### src/rtl/count_sampler_fifo.sv
// Decimating sampler for the upstream 8-bit counter: every SAMPLE_DIV cycles the
// count is tagged with a 4-bit sequence number and queued in a DEPTH-entry FIFO.
module count_sampler_fifo #(
  parameter int SAMPLE_DIV = 4,
  parameter int DEPTH      = 4
) (
  input  logic       clk,
  input  logic       reset,
  input  logic [7:0] count,
  output logic       out_valid,
  input  logic       out_ready,
  output logic [7:0] out_data,
  output logic [3:0] out_seq,
  output logic [4:0] level,
  output logic       overflow,
  output logic [7:0] drop_cnt
);

  localparam int DIV_W = $clog2(SAMPLE_DIV);
  localparam int PTR_W = $clog2(DEPTH);
  localparam logic [DIV_W-1:0] DIV_LAST = DIV_W'(SAMPLE_DIV - 1);
  localparam logic [4:0] LEVEL_FULL = 5'(DEPTH);

  logic [DIV_W-1:0] div_reg;
  logic [3:0]       seq_reg;
  logic [PTR_W-1:0] wr_ptr_reg;
  logic [PTR_W-1:0] rd_ptr_reg;
  logic [4:0]       level_reg;
  logic [4:0]       level_next;
  logic             overflow_reg;
  logic [7:0]       drop_cnt_reg;
  logic [11:0]      mem [DEPTH];

  logic strobe;
  logic full;
  logic pop;
  logic push;
  logic drop;

  assign strobe = (div_reg == DIV_LAST);
  assign full   = (level_reg == LEVEL_FULL);
  assign pop    = (level_reg != 5'd0) && out_ready;
  // A pop on the same edge frees the slot, so a full FIFO still accepts the sample.
  assign push   = strobe && (!full || pop);
  assign drop   = strobe && full && !pop;

  always_comb begin
    level_next = level_reg;
    case ({push, pop})
      2'b10:   level_next = level_reg + 5'd1;
      2'b01:   level_next = level_reg - 5'd1;
      default: level_next = level_reg;
    endcase
  end

  always_ff @(posedge clk or posedge reset) begin
    if (reset) begin
      div_reg      <= '0;
      seq_reg      <= '0;
      wr_ptr_reg   <= '0;
      rd_ptr_reg   <= '0;
      level_reg    <= '0;
      overflow_reg <= 1'b0;
      drop_cnt_reg <= '0;
    end else begin
      div_reg   <= strobe ? '0 : div_reg + 1'b1;
      level_reg <= level_next;
      // Sequence advances on every strobe so drops show up as gaps downstream.
      if (strobe)
        seq_reg <= seq_reg + 4'd1;
      if (push)
        wr_ptr_reg <= wr_ptr_reg + 1'b1;
      if (pop)
        rd_ptr_reg <= rd_ptr_reg + 1'b1;
      if (drop) begin
        overflow_reg <= 1'b1;
        if (drop_cnt_reg != 8'hFF)
          drop_cnt_reg <= drop_cnt_reg + 8'd1;
      end
    end
  end

  // Storage is cleared by reset so the head reads zero straight out of reset.
  generate
    for (genvar gi = 0; gi < DEPTH; gi++) begin : g_entry
      always_ff @(posedge clk or posedge reset) begin
        if (reset)
          mem[gi] <= '0;
        else if (push && (wr_ptr_reg == PTR_W'(gi)))
          mem[gi] <= {seq_reg, count};
      end
    end
  endgenerate

  assign out_valid = (level_reg != 5'd0);
  assign out_data  = mem[rd_ptr_reg][7:0];
  assign out_seq   = mem[rd_ptr_reg][11:8];
  assign level     = level_reg;
  assign overflow  = overflow_reg;
  assign drop_cnt  = drop_cnt_reg;

endmodule

### config.mk
export PLATFORM = sky130hd
export DESIGN_NAME = count_sampler_fifo
export DESIGN_NICKNAME = d
export VERILOG_FILES = /design/src/rtl/count_sampler_fifo.sv
export SDC_FILE = /design/constraint.sdc
export NUM_CORES = 1
export LEC_CHECK = 0
export ABC_AREA = 1
export BUFFER_PORTS_ARGS = -buffer_cell sky130_fd_sc_hd__buf_2
export CAP_MARGIN = 20
export CORE_MARGIN = 2
export CORE_UTILIZATION = 55
export CTS_BUF_LIST = sky130_fd_sc_hd__clkbuf_8 sky130_fd_sc_hd__clkbuf_16
export DETAILED_ROUTE_END_ITERATION = 6
export PLACE_DENSITY = 0.75
export SLEW_MARGIN = 25
export SYNTH_ARGS = -nofsm -noshare
export SYNTH_HDL_FRONTEND = slang
export SYNTH_SLANG_ARGS = --single-unit
### constraint.sdc
create_clock -name clk -period 5.4 [get_ports clk]
set_input_delay 0.81 -clock clk [delete_from_list [all_inputs] [get_ports clk]]
set_output_delay 0.81 -clock clk [all_outputs]
set_load 0.01 [all_outputs]
==> flow_metrics.py, run 1 <==
metrics = {
    "run_status": {
        "outcome": "finished, final reports clean",
    },
    "grt": {
        "globalRoute.totalOverflow": 0,
        "grt_max_degree": 73,
        "grt_pass1_wl_um": 12000,
        "antenna_found_initial": 0,
        "grt_usage": 0.212,
        "grt_pass1_vias": 2566,
    },
    "setup_path": {
        "endpoint_kind": "output pin",
        "cp.arrival_ns": 2.43,
        "path_cells": "inv_1, o21ai_0, o22ai_1, buf_2",
        "path_delay_family": "flip-flops",
        "path_buf_inv": 2,
        "cpPeakStageDelay_ns": 0.88,
        "crit_cells": 4,
        "reg2reg_depth": 12,
        "cp_data_required_time_ns": 4.59,
        "cp_max_fo": 26,
        "worst-setup-path-type": "register to output pin",
        "cp-start-kind": "register",
        "slowest_stage": "dfrtp_1",
    },
    "power": {
        "powerDensity_mw_per_mm2": 554,
        "power.internal_uw": 1360,
        "sw_frac_of_total": 0.383,
        "p_clk_frac": 0.219,
        "p_switching_uw": 841,
        "seqPwrFrac": 0.426,
        "power_frac_comb": 0.355,
        "peakVddDrop_v": 0.000311,
        "power.leakage_uw": 0.00201,
    },
    "cts": {
        "ctsHtreeMaxLevel": 3,
        "post_cts_buffers": 0,
        "clock-sinks": 72,
        "clk_latency_ns": 0.35,
        "path_clk_slew_ns": 0.08,
        "cts_resized": 0,
        "cts_tree": "done",
        "max-clock-path-buffers": 2,
        "cts_inserted_buffers": 9,
        "clock_tree.root_cell": "clkbuf_8",
        "holdBufCountCts": 0,
    },
    "cells_and_area": {
        "fillers": 580,
        "drive_above_1_share": 0.152,
        "antenna_cells": 0,
        "fin_nets": 466,
        "multi_input_area_mm2": 0.00151,
        "syn2layout_area_growth_pct": 10.9,
        "largest_reg_flops": 48,
        "regArea_mm2": 0.00180,
    },
    "die": {
        "io_pins": 38,
        "start_util": 0.568,
        "core_area_mm2": 0.00631,
        "die_width_um": 84.7,
        "rows": 29,
        "die_y_um": 84.7,
        "die_area_mm2": 0.00718,
    },
    "timing": {
        "finalCritPeriodShare": 0.600,
        "tightest_slew_ns": 0.901,
        "clock-skew-final_ns": 0.0107,
        "fin_crit_ns": 3.24,
        "rsz0062_at_grt": "false",
        "slew_violations": 0,
        "max_freq_mhz": 309,
        "fin_tns_setup_ns": 0,
        "setup_viol": 0,
        "slew_headroom": 0.399,
        "finalWorstSetupSlack_ns": 2.16,
        "hold_violations": 0,
    },
    "drt": {
        "dr.pass1.iters": 4,
        "vias": 2782,
        "wl_per_cell_um": 13.6,
        "ant_nets": 0,
        "route.detailed.drc": 0,
        "drt-total-wl_um": 7130,
        "via_per_inst": 5.30,
        "drt-initial-drc-count": 119,
    },
    "worst_hold_path": {
        "hold_depth": 1,
        "hold_class": "register to register",
    },
    "synthesis": {
        "ys_warn_count": 0,
        "netlist_area_mm2": 0.00358,
        "post_synth.cell_area_avg_um2": 8.74,
        "ys_types": 24,
        "ys_seq_area_frac": 0.503,
        "syn-instance-count": 410,
        "ys_ff_latch": 72,
        "synth_fp_nets": 433,
    },
    "place": {
        "io_buffers": 37,
        "hpwl_um": 4570,
        "routabilityCongestion": 0.830,
        "place_ws_ns": 2.55,
    },
    "run": {
        "drv_cap": 0,
    },
}
[synth_stat cells]
cell type  number  area (um^2)
nand2_1       109          409
nand3_2         1         10.0
nand3_1        14         70.1
nor2_4          4         45.0
nor2_2          1         6.26
or2_2           1         6.26
nand4_4         1         21.3
clkbuf_1        6         22.5
ha_1           11          138
nand3b_1        2         15.0
o21ai_1        48          240
a21oi_1         2         10.0
nand3_4         5         87.6
dfrtp_1        72         1800
inv_1          37          139
fa_1            1         20.0
buf_6           9          101
xor2_1          7         61.3
nor2_1         32          120
o22ai_1        12         75.1
nand4_1         1         6.26
buf_2           1         5.00
o21ai_0        31          155
xnor2_1         2         17.5
[worst reg2reg max path, delay by kind of cell (launching register included)]
kind          cells  cell delay, ns
simple gates      8            0.62
fa+ha+maj         3            1.41
buf+inv           1            0.05
flops             1            0.36
[power groups by stage]
stage	combinational [uW]	clock (uW)	sequential, uW
global route	887	516	963
finish	781	482	936
global placement	754	0	939
CTS	791	492	933
floorplan	587	0	889
detailed placement	787	0	942
[placed cells by master, fill, tap and decap left out, drive strengths merged]
master | netlist | final
a21oi | 2 | 2
buf | 10 | 38
bufinv | 0 | 2
clkbuf | 6 | 10
clkinvlp | 0 | 3
dfrtp | 72 | 72
fa | 1 | 1
ha | 11 | 11
inv | 37 | 38
nand2 | 109 | 109
nand3 | 20 | 20
nand3b | 2 | 2
nand4 | 2 | 2
nor2 | 37 | 37
o21ai | 79 | 79
o22ai | 12 | 12
or2 | 1 | 1
xnor2 | 2 | 2
xor2 | 7 | 7
[metal layers]
layer	wire [um]	vias up	global-route usage
li1	-	1402	-
met1	3410	1315	0.289
met2	3320	54	0.338
met3	279	11	0.0472
met4	112	0	0.0722
met5	0	-	0
[through the flow]
stage	instances	cell area, um^2	hold slack [ns]	util	total power, uW
floorplan	410	3580	0.403	-	1480
global placement	509	3740	0.414	0.593	1690
detailed placement	509	3740	0.429	0.593	1730
CTS	525	3970	0.440	0.629	2220
global route	525	3970	0.470	0.629	2370
finish	525	3970	0.437	0.629	2200
[layout make-up]
class                      count  area share
timing repair buffer          38      0.0485
multi-input combinational    285       0.381
clock buffer                  10      0.0346
inverter                      37      0.0350
clock inverter                 6      0.0230
sequential                    72       0.454
tap                           77      0.0243
[path summary, 6_finish.rpt]
check	startpoint	to	slack (ns)
max	rd_ptr_reg[0]	out_seq[2]	2.16
min in group asynchronous	reset	mem[42]	0.73
min reg2reg	div_reg[0]	div_reg[0]	0.44
min	div_reg[0]	div_reg[0]	0.44
max in group asynchronous	reset	mem[31]	4.09
max reg2reg	div_reg[0]	level[4]	2.85
[cells by family after synthesis]
family / share of synthesized area
xor+xnor: 0.0220
buf+inv: 0.0747
simple gates: 0.222
compound gates: 0.134
fa+ha+maj: 0.0440
flops: 0.503
Power figures use the tool's default switching activity.
==> run 2: changes to the inputs <==
--- a/config.mk
+++ b/config.mk
@@ -5,14 +5,14 @@
 export SDC_FILE = /design/constraint.sdc
 export NUM_CORES = 1
 export LEC_CHECK = 0
-export ABC_AREA = 1
+export ABC_AREA = 0
 export BUFFER_PORTS_ARGS = -buffer_cell sky130_fd_sc_hd__buf_2
 export CAP_MARGIN = 20
 export CORE_MARGIN = 2
 export CORE_UTILIZATION = 55
 export CTS_BUF_LIST = sky130_fd_sc_hd__clkbuf_8 sky130_fd_sc_hd__clkbuf_16
 export DETAILED_ROUTE_END_ITERATION = 6
-export PLACE_DENSITY = 0.75
+export PLACE_DENSITY = 0.76
 export SLEW_MARGIN = 25
 export SYNTH_ARGS = -nofsm -noshare
 export SYNTH_HDL_FRONTEND = slang
==> constraint.sdc (replaced) <==
create_clock -name clk -period 3.4 [get_ports clk]
set_input_delay 0.51 -clock clk [delete_from_list [all_inputs] [get_ports clk]]
set_output_delay 0.51 -clock clk [all_outputs]
set_load 0.01 [all_outputs]
==> run 2 against run 1 <==
Effect of this change:
- non-clock buffer count is 1 higher
- clock skew is 0.0073 ns lower
- first-iteration DRC count is 20% lower
- routed wire length is 24% lower
- count of clock-buffer cells in the layout stayed put
- critical path type is now register to register
- clock power is 19% higher
- sequential share of layout area is 2.8 points higher
- synthesized area is 6.9% lower
- sequential power is 56% higher
- design area is 5.8% lower
- via count is 32% lower
==> flow_metrics.py, run 2 <==
metrics = {
    "synthesis": {
        "post_synth.cell_area_avg_um2": 14.6,
        "synth_compound_area_frac": 0.0274,
        "ys_top_cells_by_count": "dfrtp_1, mux2_2, mux4_2, ha_1, xor2_1",
        "synth_top_cell_by_area": "dfrtp_1",
        "ys_ff_latch": 72,
        "synth_edf_count": 0,
        "ys_types": 34,
        "yosysTopAreaCellShare": 0.540,
        "ys_seq_area_frac": 0.540,
        "ys_warn_count": 0,
        "synthFlopType": "dfrtp_1",
        "synth_adder_area_share": 0.0473,
        "postSynth.asyncResetShare": 1.00,
        "synth_top_family_by_area": "multiplexers",
        "synth_mux_area_frac": 0.253,
        "synthXorXnorAreaFrac": 0.0420,
        "synthTopCellsByArea": "dfrtp_1, mux2_2, mux4_2",
        "yosysMostFrequentCell": "dfrtp_1",
        "netlist_area_mm2": 0.00334,
        "syn-instance-count": 228,
        "yosys.area_share.simple": 0.0656,
        "synth_fp_nets": 251,
    },
    "cells_and_area": {
        "final_area_mm2": 0.00374,
        "regArea_mm2": 0.00180,
        "syn2layout_area_growth_pct": 12.2,
        "mostFrequentLayoutCell": "dfrtp_1",
        "fillers": 465,
        "antenna_cells": 0,
        "largest_reg_flops": 48,
        "final_cells": 349,
        "multi_input_area_mm2": 0.00145,
        "final_cell_mix": "dfrtp_1, mux2_2, buf_2, mux4_2",
        "fin_nets": 292,
        "drive_above_1_share": 0.453,
    },
    "cts": {
        "holdBufCountCts": 0,
        "clk_latency_ns": 0.33,
        "cts_inserted_buffers": 9,
        "cts_resized": 0,
        "clock_tree.root_cell": "clkbuf_8",
        "clock-sinks": 72,
        "cts_tree": "done",
        "ctsHtreeMaxLevel": 3,
        "max-clock-path-buffers": 2,
        "path_clk_slew_ns": 0.07,
        "post_cts_buffers": 0,
    },
    "timing": {
        "holdWs_ns": 0.113,
        "fin_crit_ns": 2.88,
        "slew_violations": 0,
        "finalCritPeriodShare": 0.846,
        "setup_viol": 0,
        "tightest_slew_ns": 0.784,
        "rsz0062_at_grt": "false",
        "clock-skew-final_ns": 0.00339,
        "hold_violations": 0,
        "max_freq_mhz": 348,
        "fin_tns_setup_ns": 0,
        "slew_headroom": 0.477,
    },
    "place": {
        "routabilityCongestion": 0.742,
        "hpwl_um": 3650,
        "dp_cells": 333,
        "io_buffers": 37,
        "dpl_cell_area_mm2": 0.00358,
    },
    "drt": {
        "via_per_inst": 5.46,
        "wl_per_cell_um": 15.6,
        "vias": 1904,
        "route.detailed.drc": 0,
        "drt-initial-drc-count": 95,
        "drt-total-wl_um": 5450,
        "ant_nets": 0,
        "dr.pass1.iters": 4,
    },
    "run_status": {
        "outcome": "finished, final reports clean",
    },
    "setup_path": {
        "path_cells": "ha_1, a21boi_2, inv_1, ha_1, ha_1, nor2b_1, o21a_1, or2_2, o311ai_0",
        "cpPeakStageDelay_ns": 0.44,
        "cp_data_required_time_ns": 3.62,
        "endpoint_kind": "register",
        "slowest_stage": "a21boi_2",
        "cp-start-kind": "register",
        "worst-setup-path-type": "register to register",
        "cp_max_fo": 8,
        "cp.arrival_ns": 3.09,
        "critPathMostFrequentCell": "ha_1",
    },
    "power": {
        "finalPower_uw": 3100,
        "power.leakage_uw": 0.00172,
        "powerDensity_mw_per_mm2": 829,
        "peakVddDrop_v": 0.000475,
    },
    "die": {
        "die_y_um": 81.9,
        "io_pins": 38,
        "start_util": 0.567,
        "core_area_mm2": 0.00589,
        "die_width_um": 81.9,
        "die_area_mm2": 0.00670,
        "rows": 28,
    },
    "grt": {
        "grt_max_degree": 35,
        "grt_usage": 0.181,
        "grt_pass1_vias": 1861,
        "antenna_found_initial": 0,
        "globalRoute.totalOverflow": 0,
        "grt_pass1_wl_um": 8910,
    },
    "worst_hold_path": {
        "hold_class": "input pin to async pin",
    },
    "run": {
        "drv_cap": 0,
    },
}
[run 2: cell families (layout without fill, tap and decap cells)]
kind of cell,after synthesis,count (layout)
xor+xnor,16,16
simple gates,35,35
mux,63,63
fa+ha+maj,12,12
buf+inv,17,63
flops,72,72
compound gates,13,13
[run 2: worst paths after layout]
check | slack, ns | cells after the start | from | to
min in group clk | 0.43 | 1 | div_reg[0] | div_reg[0]
setup / recovery | 0.52 | 9 | div_reg[0] | level[4]
max in group asynchronous | 2.57 | 3 | reset | mem[46]
hold / removal | 0.11 | 2 | reset | drop_cnt[6]
hold reg to reg | 0.43 | 1 | div_reg[0] | div_reg[0]
setup reg to reg | 0.52 | 9 | div_reg[0] | level[4]
[run 2: area by class of cell]
cell class                 count  area share
sequential                    72       0.481
multi-input combinational    139       0.388
timing repair buffer          39      0.0535
clock buffer                  10      0.0368
tap                           75      0.0251
inverter                       8     0.00802
clock inverter                 6     0.00769
[run 2: metrics by stage]
step / setup WS (ns) / util
2_1_floorplan: 0.710 / -
3_3_place_gp: 0.622 / 0.608
3_5_place_dp: 0.467 / 0.608
4_1_cts: 0.492 / 0.636
5_1_grt: 0.254 / 0.636
6_report: 0.524 / 0.636
[run 2: power breakdown]
group          switching [uW]  internal, uW  leakage (uW)
clock network             298           274     0.0000958
registers                 270          1190      0.000855
logic                     413           658      0.000769
[run 2: worst max-delay path, delay by kind of cell (launching register included)]
kind                       cells  cell delay, ns
buffers and inverters          1            0.08
DFF                            1            0.35
and+or+nand+nor                2            0.42
AOI/OAI and AO/OA              3            0.94
adders and majority gates      3            0.96
[run 2: layer usage]
layer  wire [um]  GRT usage  vias to the layer above
li1            -          -                      900
met1        2630      0.249                      958
met2        2540      0.278                       37
met3         207     0.0352                        9
met4          67     0.0867                        0
met5           0          0                        -
